--- src/rtl/risc_ctrl_seq.sv ---
// Eight-phase instruction-cycle sequencer for the 8-bit RISC core: decodes the
// phase, opcode and ALU zero flag into datapath strobes, with a sticky halt.
module risc_ctrl_seq #(
    parameter int unsigned OPW  = 3,
    parameter int unsigned PH_W = 3
) (
    input  logic            clk,
    input  logic            rst,
    input  logic            en,
    input  logic [OPW-1:0]  opcd,
    input  logic            zr,
    output logic            sel,
    output logic            rd,
    output logic            ld_ir,
    output logic            inc_pc,
    output logic            ld_pc,
    output logic            halt,
    output logic            data_e,
    output logic            ld_ac,
    output logic            wr,
    output logic [PH_W-1:0] phase
);

    typedef enum logic [2:0] {
        PH_INST_ADDR  = 3'd0,
        PH_INST_FETCH = 3'd1,
        PH_INST_LOAD  = 3'd2,
        PH_IDLE       = 3'd3,
        PH_OP_ADDR    = 3'd4,
        PH_OP_FETCH   = 3'd5,
        PH_ALU_OP     = 3'd6,
        PH_STORE      = 3'd7
    } phase_t;

    typedef enum logic [2:0] {
        OP_HLT = 3'b000,
        OP_SKZ = 3'b001,
        OP_ADD = 3'b010,
        OP_AND = 3'b011,
        OP_XOR = 3'b100,
        OP_LDA = 3'b101,
        OP_STO = 3'b110,
        OP_JMP = 3'b111
    } opcode_t;

    phase_t r_phase;
    phase_t w_phase_nxt;
    logic   r_halted;
    logic   w_halted_nxt;

    logic   w_hlt;
    logic   w_skz;
    logic   w_aluop;
    logic   w_sto;
    logic   w_jmp;

    // Unknown opcodes fall into default and raise no opcode-specific strobe.
    always_comb begin
        w_hlt   = 1'b0;
        w_skz   = 1'b0;
        w_aluop = 1'b0;
        w_sto   = 1'b0;
        w_jmp   = 1'b0;
        case (opcd)
            OP_HLT:                         w_hlt   = 1'b1;
            OP_SKZ:                         w_skz   = 1'b1;
            OP_ADD, OP_AND, OP_XOR, OP_LDA: w_aluop = 1'b1;
            OP_STO:                         w_sto   = 1'b1;
            OP_JMP:                         w_jmp   = 1'b1;
            default: ;
        endcase
    end

    always_ff @(posedge clk) begin
        if (rst) begin
            r_phase  <= PH_INST_ADDR;
            r_halted <= 1'b0;
        end else begin
            r_phase  <= w_phase_nxt;
            r_halted <= w_halted_nxt;
        end
    end

    // Halting parks the phase at OP_ADDR instead of advancing.
    always_comb begin
        w_phase_nxt  = r_phase;
        w_halted_nxt = r_halted;
        if (en && !r_halted) begin
            if (r_phase == PH_OP_ADDR && w_hlt)
                w_halted_nxt = 1'b1;
            else
                w_phase_nxt = phase_t'(r_phase + 3'd1);
        end
    end

    always_comb begin
        sel    = 1'b0;
        rd     = 1'b0;
        ld_ir  = 1'b0;
        inc_pc = 1'b0;
        ld_pc  = 1'b0;
        data_e = 1'b0;
        ld_ac  = 1'b0;
        wr     = 1'b0;
        case (r_phase)
            PH_INST_ADDR: begin
                sel = 1'b1;
            end
            PH_INST_FETCH: begin
                sel = 1'b1;
                rd  = 1'b1;
            end
            PH_INST_LOAD, PH_IDLE: begin
                sel   = 1'b1;
                rd    = 1'b1;
                ld_ir = 1'b1;
            end
            PH_OP_ADDR: begin
                inc_pc = 1'b1;
            end
            PH_OP_FETCH: begin
                rd = w_aluop;
            end
            PH_ALU_OP: begin
                rd     = w_aluop;
                inc_pc = w_skz && zr;
                ld_pc  = w_jmp;
                data_e = w_sto;
            end
            PH_STORE: begin
                rd     = w_aluop;
                ld_ac  = w_aluop;
                inc_pc = w_jmp;
                ld_pc  = w_jmp;
                wr     = w_sto;
                data_e = w_sto;
            end
            default: ;
        endcase
    end

    assign halt  = r_halted || (r_phase == PH_OP_ADDR && w_hlt);
    assign phase = r_phase;

    a_opcd_known: assert property (@(posedge clk) disable iff (rst)
        (r_phase inside {PH_OP_ADDR, PH_OP_FETCH, PH_ALU_OP, PH_STORE}) |-> !$isunknown(opcd));

endmodule

--- config.mk ---
export PLATFORM = sky130hd
export DESIGN_NAME = risc_ctrl_seq
export DESIGN_NICKNAME = d
export VERILOG_FILES = /design/src/rtl/risc_ctrl_seq.sv
export SDC_FILE = /design/constraint.sdc
export NUM_CORES = 1
export LEC_CHECK = 0
export ABC_AREA = 1
export CAP_MARGIN = 0
export CORE_AREA = 2 2 39 41
export DETAILED_ROUTE_END_ITERATION = 8
export DIE_AREA = 0 0 41 43
export GPL_TIMING_DRIVEN = 0
export SYNTH_ARGS = -nofsm -noshare
export SYNTH_HDL_FRONTEND = slang
export SYNTH_SLANG_ARGS = --single-unit
--- constraint.sdc ---
create_clock -name clk -period 2.9 [get_ports clk]
set_clock_uncertainty 0.1 [all_clocks]
set_input_delay 0.29 -clock clk [delete_from_list [all_inputs] [get_ports clk]]
set_output_delay 0.29 -clock clk [all_outputs]
set_load 0.05 [all_outputs]
Word level (Yosys, flattened, before mapping). Cells that the tools add are included.

Flip-flop bits (word level): 4. Input bits: 7. Output and inout port bits: 12.

$add $sub $neg: 1. Equality and inequality tests: 14. Mux-type cells: 13. Bitwise operators: 1. Reduce and logical (&&, ||, !) cells: 15.

Operators with widths (count): 3-bit equality test, second input constant (8); 3-bit by 2-bit equality test with 1-bit output, second input constant (4); 1-bit two-way mux (11); 4-bit OR reduction (2); 3-bit by 1-bit equality test with 1-bit output, second input constant (2); 3-bit logical NOT (2); 3-bit OR reduction (2); 2-bit AND reduction (2); 2-bit OR reduction (2); 3-bit by 1-bit adder with 3-bit output, second input constant (1); 1-bit logical AND (3); 1-bit case mux with 3 select lines (1); 1-bit case mux with 2 select lines (1); 1-bit logical NOT (1); 1-bit logical OR (1); 1-bit inverter (1).

Depth between registers and ports, before layout.
Depth after elaboration: 5. Mapped depth: 8. Gate-level depth less buffers: 8.

Worst setup path after synthesis. No wires, ideal clock.

Path type: flip-flop to output port. Start point: register r_phase[0], in the netlist phase[0]. End point: output port ld_pc. Data arrival time: 2279 ps. Required time: 2510 ps. Path slack: 231 ps. Stages on the path, launching flop included: 5. Buffers on the path: 0. Cells stage by stage: dfxtp_1 -> ha_1 -> ha_1 -> a21oi_1 -> nor3_1.

Longest elaborated chain between the ends: 3.

Ends and longest elaborated chain: from (decl) (RTL line 46) `phase_t r_phase;`; from (signal assigned) (RTL line 79) `r_phase <= w_phase_nxt;`; 3-bit equality test (RTL line 105) `case (r_phase)`; 2-bit OR reduction (no source line) (*); 1-bit two-way mux (*) (RTL line 105); to (decl) (RTL line 16) `output logic ld_pc,`.

Every way passes the cells marked *; elsewhere a longest branch is shown, timed or not.

Final worst setup path.
Start point: register r_phase[0], in the netlist phase[0]. End point: output port rd.

Longest elaborated chain between the ends: 3.

Ends and longest elaborated chain: 3-bit equality test, or another cell as far along (RTL line 105); 3-bit OR reduction (no source line); 1-bit case mux with 2 select lines (*) (RTL line 105); to (decl) (RTL line 13) `output logic rd,`.

Marked as above.

==> results.cfg <==
[detailed_routing]
dr_wl_met2_um = 317
drc_errors = 0
drt_iter0_drc = 4
wl_per_cell_um = 7.711
drtAntennaViolNets = 0
met1_length_um = 352
viasPerCell = 4.371
wl_met3_um = 51
wirelength_um = 748
dr.pass1.iters = 3
routed.top_layer = met4
vias = 424

[grt]
track_usage_pct = 10.52
antenna_found_initial = 0
grt_max_degree = 9
gr-total-overflow = 0
grt_pass1_vias = 354
grt_pass1_wl_um = 1235

[place]
place_inst = 94
gp_routability_congestion = 0.6985
io_buffers = 18
post-dp-hpwl_um = 644.6

[final_layout]
layout.cells.non_filler = 97
post-route-util_pct = 44.76
drive_gt1_share_pct = 11.11
fillers = 167
syn_to_final_growth_pct = 56.15
nets = 96
diodes = 0

[synth]
syn_inst = 60
synth_commonest_cells = inv_1 (11), nand2_1 (9), nor2_1 (9)
synth.most_common_cell = inv_1
synth_cell_types = 17
synth_largest_area_cell = dfxtp_1
synthArstFlopShare_pct = 0
ys.flop_type = dfxtp_1
synth.top_cell.area_share_pct = 20.19
syn_area_um2 = 396.6
synth.area.top_cells = dfxtp_1 (20%), ha_1 (19%), inv_1 (10%), nand2_1 (8.5%), nor2_1 (8.5%)
synth_edf_count = 0
ys_seq_area_share_pct = 20.19
synth_seq_cells = 4
syn_avg_cell_area_um2 = 6.611
syn_nets = 73
yosys_warnings = 0

[floorplan]
ioPinCount = 19
die_area_um2 = 1763
die_h_um = 43
start_util_pct = 28.66
die_w_um = 41
coreArea_um2 = 1384
num_rows = 14

[cts]
clockRootBuffer = clkbuf_4
insertion_delay_ns = 0.24
ctsResizeCount = 0
cts-buffers-inserted = 3
clock-sinks = 4
ctsHoldBuffers = 0
clk_pin_slew_ns = 0.04
htreeDepth = 1
cts_tree = built
postCtsSetupBuffers = 0
cts.path.max_buffers = 2

[power_and_ir_drop]
power_density_nw_per_um2 = 401.9
vdd_drop_max_mv = 0.2748
clockPowerShare_pct = 27.6
p_comb_share_pct = 46.1
seqPwrFrac_pct = 26.3
p_int_uw = 147.7
static-leakage-power_nw = 0.3015
switching_share_pct = 40.65
p_switching_uw = 101.2

[setup_path]
critical_path_required_ns = 2.51
path_class = reg2out
path_max_fanout = 7
startpoint_type = flop
endpoint_kind = primary output
critPathArrivalTime_ns = 2.11

[sta]
fin_crit_ns = 2.497
period_share_pct = 86.10
max_slew_margin_pct = 67.15
hold_violations = 0
whs_ns = 0.3877
setup-violations-final = 0
timing.setup.tns_ns = 0
rsz0062_at_grt = false
worst-slew-pin-transition_ns = 0.4912
fmax_mhz = 400.5
slew_viol_final = 0

[min_path]
min_path_type = reg2reg

[job]
max_cap_viol_count = 0

[outcome]
status = finished, final reports clean
## cell families (layout without fill, tap and decap cells)
family | count (synthesis) | after routing | synth area share, %
buffers and inverters | 12 | 33 | 11.36
adder cells (fa/ha/maj) | 6 | 6 | 18.93
AND/OR/NAND/NOR | 28 | 28 | 34.70
flip-flops | 4 | 4 | 20.19
AO/OA/AOI/OAI | 10 | 10 | 14.83
## flip-flops by register name, summed over array words and instances, names as in the netlist
register	cells
phase	3
r_halted	1
## per-stage QoR
step	area (um2)	total power [mW]	setup WS, ns
final	619.3	0.2489	0.4031
after global routing	619.3	0.2679	0.2371
after global placement	596.8	0.1821	0.4990
after detailed placement	596.8	0.1823	0.4884
after floorplan	396.6	0.1432	0.2311
after CTS	619.3	0.2531	0.3793
## worst max-delay path, cell delays in order, from the launching register on
cell	delay, ns
dfxtp_1	0.43
inv_1	0.09
ha_1	0.25
a21o_1	0.21
a21oi_2	0.12
o21ai_1	0.07
clkdlybuf4s50_1	0.69
## layout by cell type, fill, tap and decap left out, types with 2 or more instances in the layout
| master | count |
|---|---|
| o21ai_0 | 2 |
| inv_1 | 11 |
| a21oi_1 | 4 |
| nand2_1 | 9 |
| nand3_1 | 5 |
| ha_1 | 6 |
| nor2_4 | 2 |
| clkbuf_4 | 3 |
| clkdlybuf4s50_1 | 18 |
| dfxtp_1 | 4 |
| nor2_1 | 9 |
## power by group through the flow
| stage | logic [mW] | registers [mW] | clock network [mW] |
|---|---|---|---|
| after floorplan | 0.0654 | 0.0778 | 0 |
| after global placement | 0.116 | 0.0664 | 0 |
| after CTS | 0.116 | 0.0656 | 0.0712 |
| final | 0.115 | 0.0654 | 0.0687 |
| after global routing | 0.125 | 0.0664 | 0.0761 |
| after detailed placement | 0.116 | 0.0664 | 0 |
## metal layers
layer  track usage, %  up-vias
met1            12.46      175
li1                 -      232
met3            3.141        3
met4            10.00        0
met2            14.06       14
met5                0        -
## path summary, 6_finish.rpt
check	depth (start not counted)	to	slack [ns]	startpoint
max	6	rd	0.40	phase[0]
min	2	r_halted	0.39	r_halted
max reg2reg	8	phase[1]	1.53	phase[0]
min reg2reg	2	r_halted	0.39	r_halted
## layout make-up
type                            instances  area (um2)  share of cell area, %
Multi-Input combinational cell         44       271.5                  43.84
Timing Repair Buffer                   18       180.2                  29.09
Sequential cell                         4       80.08                  12.93
Inverter                               12       45.04                  7.273
Clock buffer                            3       22.52                  3.636
Tap cell                               16       20.02                  3.232
(Power assumes the default switching activity.)
